==> src/rtl/sequence_store_gen_pkg.sv <==
// Shared types and constants for the Genius/Simon sequence store.
// SEQ_NO_REPEAT_EN (optional) enables the back-to-back colour avoidance rule.
package sequence_store_gen_pkg;

  localparam int unsigned DATA_WIDTH = 2;
  localparam int unsigned ADDR_WIDTH = 5;
  localparam int unsigned SEQ_DEPTH  = 1 << ADDR_WIDTH;
  localparam int unsigned LFSR_WIDTH = 16;
  localparam logic [LFSR_WIDTH-1:0] LFSR_SEED = 16'hACE1;

  typedef logic [DATA_WIDTH-1:0] item_t;

  typedef enum logic {
    S_IDLE,
    S_ACK
  } gen_state_t;

  function automatic item_t next_colour(input item_t c);
    return c + 1'b1;
  endfunction

endpackage

==> src/rtl/sequence_store_gen_lfsr_gen.sv <==
// Free-running 16-bit Fibonacci LFSR (x^16+x^14+x^13+x^11+1) with lock-up reload.
module lfsr_gen
  import sequence_store_gen_pkg::*;
(
  input  logic                  clk,
  input  logic                  rst,
  output logic [LFSR_WIDTH-1:0] state_o
);

  logic [LFSR_WIDTH-1:0] state_q;
  logic [LFSR_WIDTH-1:0] state_d;
  logic                  fb;

  always_comb begin
    fb = state_q[15] ^ state_q[13] ^ state_q[12] ^ state_q[10];
    if (state_q == '0) begin
      state_d = LFSR_SEED;
    end else begin
      state_d = {state_q[LFSR_WIDTH-2:0], fb};
    end
  end

  always_ff @(posedge clk or posedge rst) begin
    if (rst) begin
      state_q <= LFSR_SEED;
    end else begin
      state_q <= state_d;
    end
  end

  assign state_o = state_q;

endmodule

==> src/rtl/sequence_store_gen.sv <==
// Random colour sequence generator and store feeding the Simon game FSM.
// Optional macro SEQ_NO_REPEAT_EN: bump an item that would repeat the previous one.
module sequence_store_gen
  import sequence_store_gen_pkg::*;
(
  input  logic                  clk,
  input  logic                  rst,
  input  logic                  clear_i,
  input  logic                  append_req_i,
  output logic                  append_ack_o,
  input  logic [ADDR_WIDTH-1:0] read_addr_i,
  output logic [DATA_WIDTH-1:0] read_data_o,
  output logic [ADDR_WIDTH:0]   seq_len_o,
  output logic                  full_o,
  output logic                  overflow_o
);

  localparam logic [ADDR_WIDTH:0] LEN_MAX = (ADDR_WIDTH+1)'(SEQ_DEPTH);

  gen_state_t            state_q, state_d;
  logic [ADDR_WIDTH:0]   len_q, len_d;
  logic                  ovf_q, ovf_d;
  logic                  ack_q, ack_d;
  item_t                 rd_q, rd_d;
  item_t                 mem_q [SEQ_DEPTH];

  logic                  we;
  logic [ADDR_WIDTH-1:0] waddr;
  item_t                 wdata;
  item_t                 cand;
  logic                  full;
  logic [LFSR_WIDTH-1:0] lfsr_state;
  logic                  lfsr_unused;

  lfsr_gen u_lfsr (
    .clk     (clk),
    .rst     (rst),
    .state_o (lfsr_state)
  );

  assign cand        = lfsr_state[DATA_WIDTH-1:0];
  assign lfsr_unused = ^lfsr_state[LFSR_WIDTH-1:DATA_WIDTH];
  assign full        = (len_q == LEN_MAX);

  always_comb begin
    state_d = state_q;
    len_d   = len_q;
    ovf_d   = ovf_q;
    ack_d   = 1'b0;
    we      = 1'b0;
    waddr   = len_q[ADDR_WIDTH-1:0];
    wdata   = cand;
`ifdef SEQ_NO_REPEAT_EN
    if ((len_q != '0) && (cand == mem_q[waddr - 1'b1])) begin
      wdata = next_colour(cand);
    end
`endif
    // clear has priority over everything, including a pending ack
    if (clear_i) begin
      state_d = S_IDLE;
      len_d   = '0;
      ovf_d   = 1'b0;
    end else begin
      unique case (state_q)
        S_IDLE: begin
          if (append_req_i) begin
            state_d = S_ACK;
            ack_d   = 1'b1;
            if (!full) begin
              we    = 1'b1;
              len_d = len_q + 1'b1;
            end else begin
              ovf_d = 1'b1;
            end
          end
        end
        S_ACK:   state_d = S_IDLE;
        default: state_d = S_IDLE;
      endcase
    end
  end

  // Read uses the pre-edge length, so a slot written this edge reads back as 0.
  always_comb begin
    rd_d = '0;
    if ({1'b0, read_addr_i} < len_q) begin
      rd_d = mem_q[read_addr_i];
    end
  end

  always_ff @(posedge clk or posedge rst) begin
    if (rst) begin
      state_q <= S_IDLE;
      len_q   <= '0;
      ovf_q   <= 1'b0;
      ack_q   <= 1'b0;
      rd_q    <= '0;
    end else begin
      state_q <= state_d;
      len_q   <= len_d;
      ovf_q   <= ovf_d;
      ack_q   <= ack_d;
      rd_q    <= rd_d;
    end
  end

  always_ff @(posedge clk or posedge rst) begin
    if (rst) begin
      for (int unsigned i = 0; i < SEQ_DEPTH; i++) begin
        mem_q[i] <= '0;
      end
    end else if (we) begin
      mem_q[waddr] <= wdata;
    end
  end

  assign append_ack_o = ack_q;
  assign read_data_o  = rd_q;
  assign seq_len_o    = len_q;
  assign full_o       = full;
  assign overflow_o   = ovf_q;

endmodule

==> config.mk <==
export PLATFORM = sky130hd
export DESIGN_NAME = sequence_store_gen
export DESIGN_NICKNAME = d
export VERILOG_FILES = /design/src/rtl/sequence_store_gen_pkg.sv /design/src/rtl/sequence_store_gen_lfsr_gen.sv /design/src/rtl/sequence_store_gen.sv
export SDC_FILE = /design/constraint.sdc
export NUM_CORES = 1
export LEC_CHECK = 0
export BUFFER_PORTS_ARGS = -buffer_cell sky130_fd_sc_hd__clkbuf_2
export CAP_MARGIN = 20
export CELL_PAD_IN_SITES_DETAIL_PLACEMENT = 1
export CELL_PAD_IN_SITES_GLOBAL_PLACEMENT = 1
export CORE_MARGIN = 2
export CORE_UTILIZATION = 55
export CTS_CLUSTER_DIAMETER = 30
export DETAILED_ROUTE_END_ITERATION = 16
export PLACE_DENSITY_LB_ADDON = 0.1
export SETUP_SLACK_MARGIN = 0.4
export SLEW_MARGIN = 20
export SYNTH_ARGS = -nofsm -noshare
export SYNTH_HDL_FRONTEND = slang
export SYNTH_SLANG_ARGS = --single-unit
==> constraint.sdc <==
create_clock -name clk -period 6.3 [get_ports clk]
set_clock_uncertainty 0.1 [all_clocks]
set_input_delay 0.63 -clock clk [delete_from_list [all_inputs] [get_ports clk]]
set_output_delay 0.63 -clock clk [all_outputs]
set_load 0.02 [all_outputs]
==> results.cfg <==
[clocking]
clk_latency_ps = 350
clockBufferDepth = 2
cts_tree = built
holdBufCountCts = 0
clock_sinks = 90
htree_levels = 3
ctsResizeCount = 0
clk_root_buffer_cell = clkbuf_8
post-cts-setup-buffers = 0
clk_pin_slew_worst_paths_ps = 100
cts_buffers = 9

[routing]
routed_wl_um = 8990
first_pass_iters = 4
post_drt_via_cell_ratio = 5.87
ant_nets = 0
via_count = 2512
wl_per_cell_um = 21.0
drtIter0Drc = 140
detail_route.drc_violations = 0

[floorplan]
die_h_um = 92.3
coreArea_sq_mm = 0.00765
row_count = 32
die_w_um = 92.3
dieArea_sq_mm = 0.00852
initial_core_util_pct = 56.1
io_pins = 20

[grt]
grt_first_pass_wirelength_um = 15300
grt_max_degree = 66
grt_pass1_vias = 2843
track_usage_pct = 23.6
grt-ovfl-total = 0
antenna_found_initial = 0

[layout]
regArea_sq_mm = 0.00226
nFillCells = 759
instances_no_fill = 428
antenna_cells = 0
postLayoutCellArea_sq_mm = 0.00461
final_nets = 338
layout_common_cells = 82 x dfrtp_1, 36 x nand2_1, 32 x mux2_1, 32 x mux2_2, 20 x mux4_2
multi_input_area_sq_mm = 0.00187
drive_above_1_share_pct = 31.9
syn2layout_area_growth_pct = 7.49
final_common_cell = dfrtp_1

[power_and_ir_drop]
leakagePower_uw = 0.00219
p_per_area_mw_per_mm2 = 239
peakVddDrop_mv = 0.150

[sta]
finalHoldViolCount = 0
finalCritPeriodShare_pct = 41.4
worst_pin_slew_ps = 782
fmax_mhz = 383
setup_tns_ps = 0
setup_viol = 0
relSlewSlack_pct = 47.9
finalCriticalPeriod_ps = 2610
maxSlewViolCount = 0
rsz0062_at_grt = no

[placed_design]
io_buffers = 19
globalplace.congestion = 0.810
placedInstanceArea_sq_mm = 0.00441
place_inst = 412
place_hpwl_um = 6180

[synth]
synth_cell_types = 34
avgSynthCellArea_sq_um = 13.8
synth_nets = 328
netlist_instances = 311
ys_ff_latch = 90
yosysSeqAreaShare_pct = 52.7
yosys_warnings = 0
syn_area_sq_mm = 0.00429

[flow_run]
maxCapViolations = 0

[worst_setup_path]
crit_type = reg2out
arrival_ps = 1880
critPathTopFamily = flip-flops
crit_buf_inv = 2
start_kind = flip-flop
path_cells = inv_1 -> ha_1 -> nand2_1 -> nor2_1 -> clkbuf_2
end_kind = output port
crit_required_ps = 5570
critPathSlowestCell = dfrtp_1
critPathMaxStageDelay_ps = 470
crit_fanout = 6

[worst_hold_path]
worstHoldPathType = in2async

[status]
status = finished clean
metal layers:
layer,up-vias,track usage (%),part of all wire (%)
met4,0,5.22,1.0
met3,9,4.15,1.8
met5,-,0,0
met1,1348,33.5,47
li1,1127,-,-
met2,28,38.6,50
sequential cells by signal, indices dropped and copies added (netlist names):
register,flops
seq_len_o,6
overflow_o,1
mem_q,64
append_ack_o,1
u_lfsr.state_o,16
read_data_o,2
final cells by class:
| cell class | instances | area share, % |
|---|---|---|
| Clock buffer | 10 | 2.98 |
| Clock inverter | 6 | 1.44 |
| Sequential cell | 90 | 49.1 |
| Timing Repair Buffer | 21 | 2.39 |
| Inverter | 11 | 0.922 |
| Multi-Input combinational cell | 188 | 40.5 |
| Tap cell | 102 | 2.77 |
synthesized netlist by cell type:
| library cell | count | area (sq um) |
|---|---|---|
| nand3b_1 | 1 | 7.51 |
| a211oi_1 | 1 | 7.51 |
| nor4_1 | 4 | 25.0 |
| or3_1 | 1 | 6.26 |
| mux2i_1 | 3 | 30.0 |
| o21ai_0 | 1 | 5.00 |
| nor3_1 | 5 | 25.0 |
| and3_1 | 1 | 6.26 |
| buf_4 | 2 | 15.0 |
| clkbuf_1 | 14 | 52.6 |
| xnor2_1 | 5 | 43.8 |
| buf_2 | 2 | 10.0 |
| nand2b_1 | 8 | 50.1 |
| mux4_2 | 20 | 450 |
| xor2_1 | 3 | 26.3 |
| nand4_1 | 3 | 18.8 |
| a211oi_4 | 1 | 20.0 |
| or3b_4 | 1 | 11.3 |
| dfstp_2 | 8 | 210 |
| mux2_1 | 32 | 360 |
| nor2_1 | 13 | 48.8 |
| ha_1 | 8 | 100 |
| mux2_2 | 32 | 360 |
| o211ai_1 | 1 | 7.51 |
| dlygate4sd3_1 | 1 | 10.0 |
| nor2b_1 | 1 | 6.26 |
| dfrtp_1 | 82 | 2050 |
| inv_1 | 11 | 41.3 |
| o32ai_1 | 1 | 8.76 |
| buf_6 | 3 | 33.8 |
| a311oi_4 | 3 | 78.8 |
| nor3_4 | 1 | 16.3 |
| nand2_1 | 36 | 135 |
| a21oi_1 | 2 | 10.0 |
per-stage QoR:
stage	worst slack, ps	total power [uW]	utilization (%)	hold WS, ps
after floorplan	3250	685	-	329
after global placement	3640	707	57.6	260
after detailed placement	3600	710	57.6	272
after CTS	3670	1110	60.3	159
after global routing	3570	1150	60.3	168
final	3690	1100	60.3	149
kinds of logic after synthesis:
logic type | count (synthesis) | share of synthesized area, %
flops | 90 | 52.7
simple gates | 75 | 8.31
xor+xnor | 8 | 1.63
fa+ha+maj | 8 | 2.33
mux | 87 | 28.0
buf+inv | 33 | 3.79
compound gates | 10 | 3.21
worst register-to-register path: cells and delay by family (launching register included):
kind / cells / cell delay [ps]
compound gates: 1 / 660
fa+ha+maj: 1 / 340
buf+inv: 1 / 130
flops: 1 / 480
mux: 1 / 360
simple gates: 1 / 200
worst paths after layout:
path | startpoint | end | slack, ps | cells after the start
worst max register to register | seq_len_o[0]$_DFFE_PP0P_ | mem_q[35]$_DFFE_PP0P_ | 3890 | 5
worst min-delay path | rst | mem_q[23]$_DFFE_PP0P_ | 150 | 2
max in group asynchronous | rst | mem_q[37]$_DFFE_PP0P_ | 4810 | 3
min in group clk | u_lfsr.state_o[8]$_DFF_PP0_ | u_lfsr.state_o[9]$_DFF_PP0_ | 300 | 0
worst max-delay path | seq_len_o[0]$_DFFE_PP0P_ | full_o | 3690 | 5
worst min register to register | u_lfsr.state_o[8]$_DFF_PP0_ | u_lfsr.state_o[9]$_DFF_PP0_ | 300 | 0
power breakdown:
part           leakage (uW)  switching (uW)  internal, uW
Sequential          0.00119            12.9           597
Clock              0.000106             210           195
Combinational      0.000894            48.5          39.1
Total               0.00219             271           831
Note: power is estimated with default switching activity, not from simulation.
